`src/rtl/inst_loader.sv`:
```
// Streams a length-prefixed, XOR-checksummed program image into instruction memory and holds the core in reset until it lands.
// mem_we follows the 4th byte of each word by one cycle; byte_ready depends only on state, so gap-free streaming is sustained.
module inst_loader #(
    parameter int ADDR_W = 10
) (
    input  logic              clk,
    input  logic              rst,
    input  logic              start,
    input  logic              byte_valid,
    input  logic [7:0]        byte_data,
    output logic              byte_ready,
    output logic              mem_we,
    output logic [ADDR_W-1:0] mem_addr,
    output logic [31:0]       mem_wdata,
    output logic              cpu_hold,
    output logic              busy,
    output logic              done,
    output logic              err
);

    typedef enum logic [2:0] {IDLE, LEN0, LEN1, DATA, CSUM, ERR} state_t;

    state_t            state_q;
    logic [7:0]        len_lo_q;
    logic [16:0]       len_q;
    logic [ADDR_W-1:0] word_idx_q;
    logic [1:0]        byte_cnt_q;
    logic [23:0]       word_q;
    logic [7:0]        csum_q;
    logic              mem_we_q;
    logic [ADDR_W-1:0] mem_addr_q;
    logic [31:0]       mem_wdata_q;
    logic              cpu_hold_q;
    logic              busy_q;
    logic              done_q;
    logic              err_q;

    logic        accept;
    logic [7:0]  csum_d;
    logic [16:0] n_len;
    logic        len_bad;
    logic        last_word;

    assign byte_ready = (state_q == LEN0) || (state_q == LEN1) ||
                        (state_q == DATA) || (state_q == CSUM);
    assign accept     = byte_valid && byte_ready;
    assign csum_d     = csum_q ^ byte_data;
    assign n_len      = {1'b0, byte_data, len_lo_q};
    assign len_bad    = (n_len == 17'd0) || (n_len > (17'd1 << ADDR_W));
    assign last_word  = (17'(word_idx_q) + 17'd1) == len_q;

    always_ff @(posedge clk) begin
        if (rst) begin
            state_q     <= IDLE;
            len_lo_q    <= '0;
            len_q       <= '0;
            word_idx_q  <= '0;
            byte_cnt_q  <= '0;
            word_q      <= '0;
            csum_q      <= '0;
            mem_we_q    <= 1'b0;
            mem_addr_q  <= '0;
            mem_wdata_q <= '0;
            cpu_hold_q  <= 1'b1;
            busy_q      <= 1'b0;
            done_q      <= 1'b0;
            err_q       <= 1'b0;
        end else begin
            mem_we_q <= 1'b0;
            done_q   <= 1'b0;
            if (start && (state_q == IDLE || state_q == ERR)) begin
                // byte_ready is low in both states, so a coincident byte is left for LEN0
                state_q    <= LEN0;
                cpu_hold_q <= 1'b1;
                busy_q     <= 1'b1;
                err_q      <= 1'b0;
                word_idx_q <= '0;
                byte_cnt_q <= '0;
                csum_q     <= '0;
            end else if (accept) begin
                csum_q <= csum_d;
                case (state_q)
                    LEN0: begin
                        len_lo_q <= byte_data;
                        state_q  <= LEN1;
                    end
                    LEN1: begin
                        len_q <= n_len;
                        if (len_bad) begin
                            state_q <= ERR;
                            err_q   <= 1'b1;
                            busy_q  <= 1'b0;
                        end else begin
                            state_q <= DATA;
                        end
                    end
                    DATA: begin
                        byte_cnt_q <= byte_cnt_q + 2'd1;
                        word_q     <= {byte_data, word_q[23:8]};
                        if (byte_cnt_q == 2'd3) begin
                            mem_we_q    <= 1'b1;
                            mem_addr_q  <= word_idx_q;
                            mem_wdata_q <= {byte_data, word_q};
                            word_idx_q  <= word_idx_q + 1'b1;
                            if (last_word) begin
                                state_q <= CSUM;
                            end
                        end
                    end
                    CSUM: begin
                        busy_q <= 1'b0;
                        if (byte_data == csum_q) begin
                            state_q    <= IDLE;
                            done_q     <= 1'b1;
                            cpu_hold_q <= 1'b0;
                        end else begin
                            state_q <= ERR;
                            err_q   <= 1'b1;
                        end
                    end
                    default: ;
                endcase
            end
        end
    end

    assign mem_we    = mem_we_q;
    assign mem_addr  = mem_addr_q;
    assign mem_wdata = mem_wdata_q;
    assign cpu_hold  = cpu_hold_q;
    assign busy      = busy_q;
    assign done      = done_q;
    assign err       = err_q;

endmodule
```
`config.mk`:
```
export PLATFORM = sky130hd
export DESIGN_NAME = inst_loader
export DESIGN_NICKNAME = d
export VERILOG_FILES = /design/src/rtl/inst_loader.sv
export SDC_FILE = /design/constraint.sdc
export NUM_CORES = 1
export LEC_CHECK = 0
export BUFFER_PORTS_ARGS = -buffer_cell sky130_fd_sc_hd__clkbuf_2
export CORE_ASPECT_RATIO = 2
export CORE_MARGIN = 2
export CORE_UTILIZATION = 40
export CTS_BUF_LIST = sky130_fd_sc_hd__clkbuf_8
export CTS_CLUSTER_DIAMETER = 60
export DETAILED_ROUTE_END_ITERATION = 12
export PLACE_DENSITY = 0.61
export SLEW_MARGIN = 20
export SYNTH_ARGS = -nofsm -noshare
export SYNTH_HDL_FRONTEND = slang
export SYNTH_SLANG_ARGS = --single-unit
```
`constraint.sdc`:
```
create_clock -name clk -period 2.7 [get_ports clk]
set_input_delay 0.135 -clock clk [delete_from_list [all_inputs] [get_ports clk]]
set_output_delay 0.135 -clock clk [all_outputs]
set_load 0.005 [all_outputs]
```
Word level (Yosys, flattened, before mapping)
Index checks and enable logic that the tools add are counted.
Operators by class
  $add $sub $neg: 3
  order comparisons: 1
  eq/ne operators: 15
  mux-type cells: 16
  bitwise logic cells: 5
  reductions and logical operators: 28
Operators by type and width (count)
  AND reduction 3 bit: 6
  logical NOT 17 bit: 1
  == test 11 x 16 -> 1 bit: 1
  greater-than comparator 16 x 11 -> 1 bit, second input constant: 1
  AND reduction 4 bit: 4
  two-way mux 3 bit: 4
  one-hot mux 3 bit (4 select lines): 1
  adder 10 x 1 -> 11 bit, second input constant: 1
  adder 10 x 1 -> 10 bit, second input constant: 1
  two-way mux 1 bit: 9
  == test 8 bit: 1
  OR reduction 4 bit: 2
  XOR 8 bit: 1
  == test 3 x 2 -> 1 bit, second input constant: 2
  == test 3 bit, second input constant: 2
  inequality test 2 bit, second input constant: 3
  inequality test 3 x 2 -> 1 bit, second input constant: 2
  logical OR 1 bit: 5
  nonzero test 5 bit: 1
  inverter 1 bit: 4
  one-hot mux 1 bit (2 select lines): 2
  nonzero test 2 bit: 2
  nonzero test 4 bit: 1
  == test 3 x 1 -> 1 bit, second input constant: 1
  other kinds (9): 10
Word-level totals
  flip-flop bits (word level): 118
  output and inout port bits: 48

Logic depth before layout (Yosys ltp)
  depth after elaboration: 7
  depth in mapped cells: 8
  gate-level depth less buffers: 7

Worst setup path before layout
Ideal clock, no wire load.
  path type: register to register
  from: register word_idx_q[0]
  to: register state_q[1]
  arrival time: 1.852 ns
  path slack: 0.776 ns
  stages on the path, launching flop included: 8
  buffers on the path: 0
  period minus slack after synthesis: 1.924 ns
  path through: dfxtp_1 > ha_1 > nand2_1 > nor2_1 > a2111oi_0 > o22ai_1 > o31ai_4 > mux2i_1
On the way
  longest elaborated chain between the ends: 4
RTL lines
  start, declared: line 26  | logic [ADDR_W-1:0] word_idx_q;
  start signal, assigned: line 104  | word_idx_q <= word_idx_q + 1'b1;
  adder 10 x 1 -> 11 bit: line 50  | assign last_word = (17'(word_idx_q) + 17'd1) == len_q;
  == test 11 x 16 -> 1 bit: line 50
  inequality test 2 bit (no line)
  AND reduction 4 bit (no line)
  end signal, assigned: line 54  | state_q <= IDLE;
  end signal, assigned: line 73  | state_q <= LEN0;
  end signal, assigned: line 85  | state_q <= LEN1;
  end, declared: line 23  | state_t state_q;
Every way passes these cells.
A chain may end at the register's enable or synchronous reset.

Worst setup path after layout
  from: register word_idx_q[3]
  to: register state_q[0]
On the way
  longest elaborated chain between the ends: 4
RTL lines (line)
  adder 10 x 1 -> 11 bit: 50
  == test 11 x 16 -> 1 bit: 50
  inequality test 3 x 2 -> 1 bit (no line)
  AND reduction 4 bit (no line)
Every way passes these cells.

==> flow_metrics.tcl <==
set metrics [dict create \
    outcome "finished clean" \
    drtIter0Drc 232 \
    placed_area_sq_um 5180 \
    dp_hpwl_mm 8.39 \
    critPathRequiredTime_ns 2.96 \
    vias 4087 \
    grt_pass1_vias 3831 \
    design_area_sq_um 5640 \
    cts_setup_buffers 0 \
    synth_ff_type "dfxtp_1" \
    synth_edf_count 0 \
    finalSetupViolations 0 \
    ir_drop_mv 0.385 \
    leakagePower_nw 2.00 \
    cts_tree "done" \
    cts-root-buf "clkbuf_8" \
    final_nets 661 \
    max_clock_freq_mhz 460 \
    crit_type "reg2reg" \
    synth_top_area_share_pct 49.1 \
    pwr-share-seq_pct 46.2 \
    worst-path-max-fanout 9 \
    clock_sinks 118 \
    synth_seq_cells 118 \
    place.gp.congestion 0.814 \
    die_area_sq_um 13000 \
    synth_warnings 0 \
    cp.arrival_ns 2.43 \
    fp-row-count 56 \
    grt_first_pass_wirelength_mm 19.2 \
    grt_max_degree 96 \
    synth.most_common_cell "nand2_1" \
    final.setup.tns_ns 0 \
    ctsHoldBuffers 0 \
    core_sq_um 11800 \
    fin_ws_ns 0.528 \
    cts_resized 0 \
    n_antenna_cell 0 \
    ys_top_cells_by_count "nand2_1 (186), dfxtp_1 (118), a21oi_1 (88)" \
    final_core_util_pct 47.9 \
    die-height_microns 159 \
    syn-instance-count 610 \
    antenna_found_initial 0 \
    finalMaxSlewViolations 0 \
    numCtsBuffers 17 \
    place_ws_ns 0.568 \
    synth_cell_types 43 \
    num_io_pins 60 \
    first_pass_iters 5 \
    route.antenna.remaining_nets 0 \
    synthesis.area_sq_um 4820 \
    syn-num-nets 624 \
    sw_frac_of_total_pct 23.0 \
    hold_viol 0 \
    die_w_microns 81.6 \
    grt.total_usage_pct 19.5 \
    slew_headroom_pct 33.8 \
    clkPwrFrac_pct 46.4 \
    drcViolationCount 0 \
    clock_path_buffers 2 \
    async_flop_share_pct 0 \
    synthToLayoutAreaGrowth_pct 17.0 \
    ys_seq_area_share_pct 49.1 \
    p_switching_mw 0.911 \
    tightestPinTransition_ns 0.992 \
    wl_mm 12.0 \
    cts.clk_slew.worst_paths_ns 0.07 \
    p_comb_share_pct 7.4 \
    cap_violations 0 \
    drive_above_1_share_pct 15.5 \
    grt_overflow 0 \
    p_int_mw 3.05 \
    via_per_inst 5.09 \
    layout_min_cycle_time_ns 2.17 \
    htreeDepth 4 \
    hp-class "in2reg" \
    ys_top_cells_by_area "dfxtp_1 (49%), nand2_1 (14%), a21oi_1 (9.1%)" \
    start_util_pct 40.9 \
    period_share_pct 80.4 \
    rsz0062_at_grt "false" \
    skew_ns 0.00844 \
    power_density_nw_per_um2 702 \
    wire_per_inst_microns 15.0 \
    synth.largest_area_cell "dfxtp_1" \
    startpoint_type "flip-flop" \
    io_buffers 59 \
    worstSkewPairLatency_ns 0.43 \
    syn_avg_cell_area_sq_um 7.89 \
    endpoint_kind "flip-flop" \
]
-- sequential cells by signal, indices dropped and copies added (netlist names), 3 cells and up --
name and cells:
len_lo_q 8, state_q 3, csum_q 8, word_idx_q 10
mem_addr 10, mem_wdata 32, len_q 16, word_q 24
-- power groups by stage --
stage	logic [mW]	clock network [mW]	registers (mW)
detailed placement	0.290	0	1.87
global placement	0.286	0	1.86
CTS	0.292	1.88	1.83
global route	0.327	1.95	1.83
finish	0.291	1.84	1.83
floorplan	0.238	0	1.84
-- worst max-delay path, stage by stage, from the launching register on --
cell,delay (ns)
dfxtp_1,0.53
nand4_1,0.27
or3_1,0.41
a22oi_1,0.19
o2111ai_1,0.19
o31ai_4,0.28
a221oi_1,0.13
-- stage by stage --
stage	std cells	hold WS, ns	power (mW)
6_report	803	0.0648	3.96
5_1_grt	803	0.0485	4.11
4_1_cts	803	0.0421	4.00
3_5_place_dp	773	0.442	2.16
3_3_place_gp	773	0.439	2.15
2_1_floorplan	610	0.271	2.08
-- logic make-up after synthesis --
family | after synthesis | share of synthesized area [%]
xor gates and xnor gates | 36 | 6.55
AOI/OAI and AO/OA | 112 | 13.0
muxes | 11 | 2.29
adders and majority gates | 2 | 0.520
buffers and inverters | 52 | 4.29
DFF | 118 | 49.1
and+or+nand+nor | 279 | 24.3
-- final timing paths --
kind,from,endpoint,slack [ns],cells past startpoint
worst min register to register,mem_wdata[4],mem_wdata[4],0.45,2
worst max-delay path,word_idx_q[3],state_q[0],0.53,6
worst max register to register,word_idx_q[3],state_q[0],0.53,6
worst min-delay path,byte_data[3],mem_wdata[27],0.06,3
-- cell type report --
class	count	area, sq um
Clock buffer	20	275
Fill cell	1217	6130
Sequential cell	118	2360
Tap cell	145	181
Clock inverter	10	179
Multi-Input combinational cell	440	2250
Timing Repair Buffer	67	380
Inverter	3	11.3
-- cells in the final DEF, fill, tap and decap left out, drive strengths merged, types with 2 or more instances in the layout --
cell type,synthesis,final
xor2,14,14
nor2,44,44
buf,15,9
nor2b,3,3
and2,3,3
o21ai,7,7
or2,2,2
dfxtp,118,118
nand4,6,6
mux2i,11,11
xnor2,22,22
o2111ai,2,2
o31ai,2,2
inv,3,5
nand3,8,8
ha,2,2
nor3,8,8
a31oi,2,2
nand2b,2,2
a31o,2,2
a21oi,88,88
clkbuf,34,78
nand2,186,186
bufinv,0,5
nor4,5,5
and3,6,6
clkinv,0,2
or3,2,2
-- metal layers --
layer,track usage (%),vias to the layer above,wire (microns)
li1,-,2086,-
met1,20.5,1909,4550
met2,34.8,70,6770
met3,5.33,22,393
met4,9.02,0,310
met5,0,-,0
Power figures use the tool's default switching activity.
